--- config.mk ---
export PLATFORM = sky130hd
export DESIGN_NAME = pattern_row_writer
export DESIGN_NICKNAME = d
export VERILOG_FILES = /design/src/rtl/pattern_row_writer.sv
export SDC_FILE = /design/constraint.sdc
export NUM_CORES = 1
export LEC_CHECK = 0
export ABC_AREA = 1
export CAP_MARGIN = 25
export CELL_PAD_IN_SITES_DETAIL_PLACEMENT = 1
export CELL_PAD_IN_SITES_GLOBAL_PLACEMENT = 2
export CORE_ASPECT_RATIO = 2
export CORE_MARGIN = 2
export CORE_UTILIZATION = 25
export DETAILED_ROUTE_END_ITERATION = 8
export PLACE_DENSITY_LB_ADDON = 0.1
export REMOVE_ABC_BUFFERS = 1
export SYNTH_ARGS = -nofsm -noshare
export SYNTH_HDL_FRONTEND = slang
export SYNTH_SLANG_ARGS = --single-unit
--- constraint.sdc ---
create_clock -name clk_g -period 2.51 [get_ports clk_g]
set_input_delay 0.3765 -clock clk_g [delete_from_list [all_inputs] [get_ports clk_g]]
set_output_delay 0.3765 -clock clk_g [all_outputs]
set_load 0.02 [all_outputs]
--- src/rtl/pattern_row_writer.sv ---
// Streams one DMD pattern per frame request from memory into the row FIFO.
// Define PATTERN_ROW_WRITER_TESTGEN_EN to replace memory data with a counting pattern.
module pattern_row_writer #(
    parameter int WORDS_PER_PATTERN = 6144,
    parameter int NUM_PATTERNS      = 3,
    parameter int MAX_OUTSTANDING   = 8
) (
    input  logic         clk_g,
    input  logic         locked_init_rstz_gq,
    input  logic         mem_preload_done,
    input  logic         mem_read_enable,
    output logic         mem_rd_req,
    output logic [27:0]  mem_rd_addr,
    input  logic         mem_rd_gnt,
    input  logic         mem_rd_valid,
    input  logic [127:0] mem_rd_data,
    output logic         fifo_wr_en,
    output logic [127:0] fifo_din,
    input  logic         fifo_prog_full,
    input  logic         fifo_full,
    output logic         busy,
    output logic         frame_done,
    output logic [3:0]   pattern_idx,
    output logic         missed_req,
    output logic         overflow_err
);

    localparam logic [1:0] S_IDLE  = 2'd0;
    localparam logic [1:0] S_FETCH = 2'd1;
    localparam logic [1:0] S_DRAIN = 2'd2;
    localparam logic [1:0] S_DONE  = 2'd3;

    localparam logic [15:0] WPP      = 16'(WORDS_PER_PATTERN);
    localparam logic [27:0] WPP_ADDR = 28'(WORDS_PER_PATTERN);
    localparam logic [3:0]  LAST_PAT = 4'(NUM_PATTERNS - 1);
    localparam logic [3:0]  MAX_OUT  = 4'(MAX_OUTSTANDING);

    logic [1:0]   state_q, state_d;
    logic [15:0]  rd_cnt_q, rd_cnt_d;
    logic [15:0]  wr_cnt_q, wr_cnt_d;
    logic [3:0]   outst_q, outst_d;
    logic [3:0]   pidx_q, pidx_d;
    logic         en_q, en_d;
    logic         arm_q, arm_d;
    logic         wr_en_q, wr_en_d;
    logic [127:0] din_q, din_d;
    logic         missed_q, missed_d;
    logic         ovf_q, ovf_d;

    logic         rise;
    logic         req;
    logic         rd_step;
    logic         outst_inc;
    logic         outst_dec;
    logic         wr_fire;
    logic [127:0] wr_data;

`ifdef PATTERN_ROW_WRITER_TESTGEN_EN
    logic unused_mem;
    assign unused_mem = ^{mem_rd_gnt, mem_rd_valid, mem_rd_data};
    assign req        = 1'b0;
    assign rd_step    = (state_q == S_FETCH) && (rd_cnt_q < WPP)
                        && !fifo_prog_full;
    assign outst_inc  = 1'b0;
    assign outst_dec  = 1'b0;
    assign wr_fire    = rd_step;
    assign wr_data    = {112'd0, rd_cnt_q + 16'd1};
`else
    assign req        = (state_q == S_FETCH) && (rd_cnt_q < WPP)
                        && (outst_q < MAX_OUT) && !fifo_prog_full;
    assign rd_step    = req && mem_rd_gnt;
    assign outst_inc  = rd_step;
    // Returns with no frame active are stale and must not reach the FIFO.
    assign outst_dec  = mem_rd_valid && (state_q != S_IDLE);
    assign wr_fire    = outst_dec;
    assign wr_data    = mem_rd_data;
`endif

    // Edge detect only arms once the enable has been seen low.
    assign rise = mem_read_enable && !en_q && arm_q;

    always_comb begin
        state_d  = state_q;
        rd_cnt_d = rd_cnt_q;
        wr_cnt_d = wr_cnt_q;
        outst_d  = outst_q;
        pidx_d   = pidx_q;
        en_d     = mem_read_enable;
        arm_d    = arm_q | ~mem_read_enable;
        wr_en_d  = wr_fire;
        din_d    = din_q;
        missed_d = missed_q;
        ovf_d    = ovf_q;

        if (rd_step) begin
            rd_cnt_d = rd_cnt_q + 16'd1;
        end

        if (outst_inc && !outst_dec) begin
            outst_d = outst_q + 4'd1;
        end else if (outst_dec && !outst_inc && (outst_q != 4'd0)) begin
            outst_d = outst_q - 4'd1;
        end

        if (wr_fire) begin
            wr_cnt_d = wr_cnt_q + 16'd1;
            din_d    = wr_data;
            if (fifo_full) begin
                ovf_d = 1'b1;
            end
        end

        if (rise && (state_q != S_IDLE)) begin
            missed_d = 1'b1;
        end

        case (state_q)
            S_IDLE: begin
                if (rise && mem_preload_done) begin
                    state_d  = S_FETCH;
                    rd_cnt_d = 16'd0;
                    wr_cnt_d = 16'd0;
                end
            end
            S_FETCH: begin
                if (rd_cnt_q == WPP) begin
                    state_d = S_DRAIN;
                end
            end
            S_DRAIN: begin
                if (wr_cnt_q == WPP) begin
                    state_d = S_DONE;
                end
            end
            S_DONE: begin
                state_d = S_IDLE;
                pidx_d  = (pidx_q == LAST_PAT) ? 4'd0 : pidx_q + 4'd1;
            end
            default: begin
                state_d = S_IDLE;
            end
        endcase
    end

    always_ff @(posedge clk_g or negedge locked_init_rstz_gq) begin
        if (!locked_init_rstz_gq) begin
            state_q  <= S_IDLE;
            rd_cnt_q <= 16'd0;
            wr_cnt_q <= 16'd0;
            outst_q  <= 4'd0;
            pidx_q   <= 4'd0;
            en_q     <= 1'b0;
            arm_q    <= 1'b0;
            wr_en_q  <= 1'b0;
            din_q    <= 128'd0;
            missed_q <= 1'b0;
            ovf_q    <= 1'b0;
        end else begin
            state_q  <= state_d;
            rd_cnt_q <= rd_cnt_d;
            wr_cnt_q <= wr_cnt_d;
            outst_q  <= outst_d;
            pidx_q   <= pidx_d;
            en_q     <= en_d;
            arm_q    <= arm_d;
            wr_en_q  <= wr_en_d;
            din_q    <= din_d;
            missed_q <= missed_d;
            ovf_q    <= ovf_d;
        end
    end

    assign mem_rd_req   = req;
    assign mem_rd_addr  = (WPP_ADDR * {24'd0, pidx_q}) + {12'd0, rd_cnt_q};
    assign fifo_wr_en   = wr_en_q;
    assign fifo_din     = din_q;
    assign busy         = (state_q == S_FETCH) || (state_q == S_DRAIN);
    assign frame_done   = (state_q == S_DONE);
    assign pattern_idx  = pidx_q;
    assign missed_req   = missed_q;
    assign overflow_err = ovf_q;

endmodule

==> flow_summary.ini, run 1 <==
[clock_tree]
htree_levels = 4
numCtsBuffers = 17
root_buffer = clkbuf_16
clkTransAtPathRegs_ns = 0.07
clockBufferDepth = 2
clk-insertion-delay-late_ns = 0.45
cts_sinks = 175
cts_tree = done

[power]
power_leakage_nw = 5.92
powerDensity_mw_per_mm2 = 1230
seqPwrFrac = 0.316
power_switching_w = 0.00614
vdd_drop_max_mv = 0.533
switching_share = 0.409
p_int_w = 0.00886
clkPwrFrac = 0.182
pwr-share-comb = 0.501

[logic_synthesis]
synth_common_cells = nand2_1, dfrtp_1, inv_1, nor2_1
synth_seq_area_share = 0.543
yosysTopAreaCell = dfrtp_1
syn-cell-area_mm2 = 0.00806
syn_area_per_cell_um2 = 8.46
ys_seq_elements = 175
synth_area_leaders = dfrtp_1, nand2_1, ha_1, buf_4, inv_1
yosysMostFrequentCell = nand2_1
synth_edf_count = 0
syn_inst = 953
yosysWarnings = 0
ys_dominant_reg_cell = dfrtp_1
async_flop_share = 1.00
synth_top_area_frac = 0.543
synth_cell_types = 41

[drt]
via_count = 7228
drt_iter0_markers = 158
vias_per_cell = 4.25
wl_per_cell_um = 16.5
routed_wl_mm = 28.2
drc_errors = 0
ant_nets = 0
first_pass_iters = 4

[floorplanning]
initial_utilization = 0.252
design.die.area_mm2 = 0.0338
die_h_um = 258
ioPinCount = 302
die_w_um = 131
core_mm2 = 0.0320
fp-row-count = 93

[placed_design]
dpl-instance-area_mm2 = 0.0115
routabilityCongestion = 0.772
hpwl_mm = 21.0
numPortBuffers = 291

[worst_setup_path]
path_common_cell = nor2_1
worstSetupEndpointType = output port
worstPathMaxFanout = 3
cp.required_ns = 2.13
critical_path.slowest_cell = fa_1
r2r_start = state_q[1]
worstReg2RegEnd = outst_q[3]
worst_path_largest_cell_delay_ns = 0.50
critical_path.startpoint_type = register
arrival_ns = 2.59
reg2reg_depth = 15
cp_cell_sequence = ha_2 > inv_2 > fa_1 > inv_2 > ha_4 > buf_6 > nand2_2 > nand2_2 > a21oi_2 > nor2_1 > nor2_1 > nor2_1 > buf_4
path_class = reg2out
r2r_slack_ns = 0.28

[status]
outcome = finished with violations
violations = setup timing

[min_path]
worstHoldStart = mem_read_enable
hold_path.class = in2reg
min_to = en_q
hold_depth = 1

[global_route]
antenna_found_initial = 1
grt_pass1_vias = 7984
gr-total-overflow = 0
grt_pass1_wl_mm = 44.5
grt.total_usage = 0.174
grt_start_max_net_pins = 129

[sta]
hold_viol = 0
min_period_ns = 2.96
rsz0062_at_grt = true
drv_slew = 0
holdWs_ns = 0.439
setup_viol = 5
slew_headroom = 0.497
fmax_mhz = 337
clock_skew_ns = 0.00453
fin_ws_ns = -0.455
period_share = 1.18
tightestPinTransition_ns = 0.754

[final_layout]
finalInstanceArea_mm2 = 0.0122
area_growth_pct = 51.3
drive_gt1_frac = 0.0951
n_fill_cell = 3760
layout.nets = 1421

[flow_run]
max_cap_viol_count = 0
==> metal layers <==
| metal | vias up | routed length, um | track usage |
|---|---|---|---|
| met4 | 0 | 656 | 0.0641 |
| met2 | 161 | 16300 | 0.331 |
| met1 | 3529 | 9570 | 0.171 |
| li1 | 3505 | - | - |
| met5 | - | 0 | 0 |
| met3 | 33 | 1670 | 0.0553 |
==> cell type report <==
cell class | count | area [um^2] | area share
clock buffer | 20 | 457 | 0.0374
multi-input combinational | 673 | 3190 | 0.261
inverter | 61 | 236 | 0.0194
timing repair buffer | 332 | 3270 | 0.268
clock inverter | 12 | 133 | 0.0109
sequential | 175 | 4380 | 0.359
tap | 427 | 534 | 0.0438
antenna | 1 | 2.50 | 0.000205
==> what timing repair did <==
action / CTS / global route
setup endpoints to repair: 7 / 6
gates cloned: 0 / 0
hold buffers: 1 / 0
buffers inserted: 3 / 2
hold endpoints to repair: 51 / 0
pin swaps: 7 / 7
resized for setup: 46 / 1
==> cells by family (layout without fill, tap and decap cells) <==
| kind of cell | after synthesis | count (layout) | synth area share |
|---|---|---|---|
| buffers and inverters | 114 | 425 | 0.0720 |
| AO/OA/AOI/OAI | 44 | 44 | 0.0300 |
| flip-flops | 175 | 175 | 0.543 |
| AND/OR/NAND/NOR | 583 | 583 | 0.300 |
| other | 1 | 11 | 0.000465 |
| XOR/XNOR | 11 | 11 | 0.0129 |
| adder cells (fa/ha/maj) | 25 | 25 | 0.0416 |
==> state kept, by name, indices dropped and copies added (netlist names), 2 cells and up <==
signal / count
outst_q: 4
fifo_din: 128
rd_cnt_q: 16
wr_cnt_q: 16
pattern_idx: 4
state_q: 2
==> power by group through the flow <==
stage	registers, W	logic [W]	clock network [W]
2_1_floorplan	0.00601	0.00237	0
3_3_place_gp	0.00476	0.00744	0
3_5_place_dp	0.00479	0.00748	0
4_1_cts	0.00477	0.00765	0.00287
5_1_grt	0.00492	0.00823	0.00297
6_report	0.00475	0.00752	0.00274
==> worst max-delay path, delay by kind of cell, from the launching register on <==
family / cells / cell delay (ns)
AO/OA/AOI/OAI: 1 / 0.15
adder cells (fa/ha/maj): 3 / 0.93
buffers and inverters: 4 / 0.37
flip-flops: 1 / 0.37
AND/OR/NAND/NOR: 5 / 0.33
==> metrics by stage <==
stage	setup WS, ns	std cells	power (W)	TNS (ns)	utilization
floorplan	-1.18	909	0.00837	-138.92	-
CTS	-0.488	1698	0.0153	-1.97	0.380
detailed placement	-0.555	1662	0.0123	-2.20	0.360
global placement	-0.542	1662	0.0122	-2.05	0.360
global route	-0.653	1701	0.0161	-2.75	0.381
finish	-0.455	1701	0.0150	-1.93	0.381
==> cell usage in the layout, fill, tap and decap left out, types with 3 or more instances in the layout <==
| cell type | instances |
|---|---|
| a21oi_1 | 18 |
| a21oi_2 | 3 |
| buf_12 | 4 |
| buf_4 | 39 |
| buf_6 | 4 |
| clkbuf_16 | 17 |
| clkdlybuf4s50_1 | 283 |
| clkinv_2 | 3 |
| clkinvlp_4 | 3 |
| conb_1 | 10 |
| dfrtp_1 | 175 |
| ha_1 | 19 |
| inv_1 | 53 |
| inv_2 | 6 |
| inv_6 | 3 |
| nand2_1 | 463 |
| nand2_2 | 3 |
| nand2_4 | 4 |
| nand3_1 | 27 |
| nand3_2 | 5 |
| nand3b_1 | 3 |
| nand4_1 | 11 |
| nor2_1 | 49 |
| nor2_4 | 3 |
| nor3_1 | 3 |
| nor3_2 | 4 |
| o21ai_0 | 14 |
| xor2_1 | 8 |
==> worst max-delay path by stage <==
stage,from,endpoint,slack (ns),cells after the start
after CTS,pattern_idx[1],mem_rd_addr[16],-0.49,12
after detailed placement,pattern_idx[1],mem_rd_addr[15],-0.56,11
after global placement,pattern_idx[1],mem_rd_addr[16],-0.54,12
after floorplan,state_q[0],wr_cnt_q[13],-1.18,8
after global routing,pattern_idx[1],mem_rd_addr[17],-0.65,13
final,pattern_idx[1],mem_rd_addr[17],-0.45,13
Power figures use the tool's default switching activity.
==> run 2, diff against run 1 <==
- CORE_MARGIN: 2 -> 1.5
==> run 2 against run 1 <==
  * The run still ends with setup timing left
  * Count of clock-buffer cells in the layout is 2 higher
  * Utilization is 0.58 points higher
  * Wire length is 0.40% lower
  * Maximum frequency is 1.8% lower
  * Final area is 0.44% higher
  * Hold slack better by 0.014 ns
  * Non-clock buffer count is 5 lower
  * Via count is 0.93% lower
  * Critical path depth stayed put
  * Combinational power hardly changed
  * Sequential share of layout area is 0.16 points lower
  * Largest cell class unchanged
==> flow_summary.ini, run 2 (synthesis results as in run 1) <==
[status]
outcome = finished with violations
violations = setup timing

[drt]
drc_errors = 0
first_pass_iters = 4
via_count = 7161
drt_iter0_markers = 217
wl_per_cell_um = 16.6
routed_wl_mm = 28.0
vias_per_cell = 4.24
ant_nets = 0

[floorplanning]
ioPinCount = 302
core_mm2 = 0.0317
die_h_um = 257
fp-row-count = 92
die_w_um = 130
design.die.area_mm2 = 0.0334
initial_utilization = 0.255

[sta]
tightestPinTransition_ns = 0.613
min_period_ns = 3.02
fmax_mhz = 331
rsz0062_at_grt = true
hold_viol = 0
period_share = 1.20
drv_slew = 0
clock_skew_ns = 0.00969
slew_headroom = 0.591
fin_ws_ns = -0.510
setup_viol = 5

[worst_setup_path]
path_common_cell = nor2_1
worstSetupEndpointType = output port
cp.buffers_inverters = 4
worst_path_largest_cell_delay_ns = 0.51
worstReg2RegEnd = outst_q[3]
path_class = reg2out
arrival_ns = 2.64
cp_cell_sequence = ha_2 > inv_2 > fa_1 > inv_2 > ha_4 > buf_6 > nand2_2 > nand2_2 > a21oi_2 > nor2_1 > nor2_1 > nor2_1 > buf_4
reg2reg_depth = 15
critical_path.slowest_cell = fa_1
path_delay_family = adder cells
cp.required_ns = 2.13
critical_path.startpoint_type = register
r2r_slack_ns = 0.27
r2r_start = state_q[1]
worstPathMaxFanout = 4

[clock_tree]
cts_sinks = 175
numCtsBuffers = 17
clockBufferDepth = 2
cts_tree = done
clkTransAtPathRegs_ns = 0.07
clk-insertion-delay-late_ns = 0.44
root_buffer = clkbuf_16
htree_levels = 4

[final_layout]
largest_register_ff_count = 128
utilization = 0.387
layout.nets = 1416
drive_gt1_frac = 0.0884
layout_common_cells = nand2_1, clkdlybuf4s50_1, dfrtp_1, inv_1, nor2_1
n_fill_cell = 3684
area_growth_pct = 52.0
mostFrequentLayoutCell = nand2_1
diodes = 0

[power]
switching_share = 0.400
seqPwrFrac = 0.311
powerDensity_mw_per_mm2 = 1250
pwr-share-comb = 0.492
power_leakage_nw = 5.96
clkPwrFrac = 0.198
vdd_drop_max_mv = 0.475
power_switching_w = 0.00612
p_int_w = 0.00916

[placed_design]
hpwl_mm = 20.9
routabilityCongestion = 0.750
pre_cts_slack_ns = -0.623
numPortBuffers = 291

[min_path]
hold_path.class = in2reg
worstHoldStart = mem_read_enable
min_to = en_q
hold_depth = 1

[global_route]
grt.total_usage = 0.175
grt_pass1_wl_mm = 43.8
antenna_found_initial = 0
grt_start_max_net_pins = 94
gr-total-overflow = 0
grt_pass1_vias = 7830

[flow_run]
max_cap_viol_count = 0
## run 2: changes by cell type in the layout (fill, tap and decap cells not counted), sizes merged, moves of 2 or more
cell,previous run,this run
inv,63,61
buf,47,42
clkinv,5,3
bufinv,2,5
clkbuf,20,22
clkinvlp,3,1
## run 2: power by group through the flow
stage / sequential, W / combinational [W] / clock [W]
floorplan: 0.00601 / 0.00237 / 0
detailed placement: 0.00478 / 0.00754 / 0
global placement: 0.00475 / 0.00748 / 0
CTS: 0.00477 / 0.00764 / 0.00314
finish: 0.00475 / 0.00751 / 0.00302
global route: 0.00493 / 0.00818 / 0.00323
## run 2: repair_timing
action / in CTS / in global routing
hold buffers: 1 / 0
endpoints found under the setup margin: 6 / 6
pin swaps: 5 / 4
setup buffers: 2 / 2
resized for setup: 40 / 5
hold endpoints to repair: 51 / 0
## run 2: area by class of cell
| class | count | area, um^2 | area share |
|---|---|---|---|
| Sequential cell | 175 | 4380 | 0.357 |
| Timing Repair Buffer | 327 | 3270 | 0.267 |
| Multi-Input combinational cell | 673 | 3180 | 0.259 |
| Tap cell | 423 | 529 | 0.0432 |
| Clock buffer | 22 | 474 | 0.0387 |
| Inverter | 61 | 236 | 0.0193 |
| Clock inverter | 9 | 180 | 0.0147 |
## run 2: per-layer routing
layer | track usage | routed length, um
met2 | 0.344 | 16400
met5 | 0 | 0
met3 | 0.0491 | 1400
met1 | 0.171 | 9680
met4 | 0.0528 | 511
## run 2: per-stage QoR
| step | TNS, ns | std cells | instance area [um^2] | hold WS, ns | power, W |
|---|---|---|---|---|---|
| after floorplan | -138.92 | 909 | 7750 | 0.0809 | 0.00837 |
| after global placement | -2.38 | 1654 | 11500 | 0.403 | 0.0122 |
| after detailed placement | -2.57 | 1654 | 11500 | 0.407 | 0.0123 |
| after CTS | -2.23 | 1688 | 12200 | 0.424 | 0.0156 |
| after global routing | -2.80 | 1690 | 12300 | 0.439 | 0.0163 |
| final | -2.10 | 1690 | 12300 | 0.453 | 0.0153 |
## run 2: worst max path at each step
| stage | endpoint | cells past startpoint | from | slack (ns) |
|---|---|---|---|---|
| floorplan | wr_cnt_q[13] | 8 | state_q[0] | -1.18 |
| global placement | mem_rd_addr[15] | 11 | pattern_idx[1] | -0.59 |
| detailed placement | mem_rd_addr[15] | 11 | pattern_idx[1] | -0.62 |
| CTS | mem_rd_addr[17] | 13 | pattern_idx[1] | -0.53 |
| global route | mem_rd_addr[16] | 12 | pattern_idx[1] | -0.65 |
| finish | mem_rd_addr[17] | 13 | pattern_idx[1] | -0.51 |
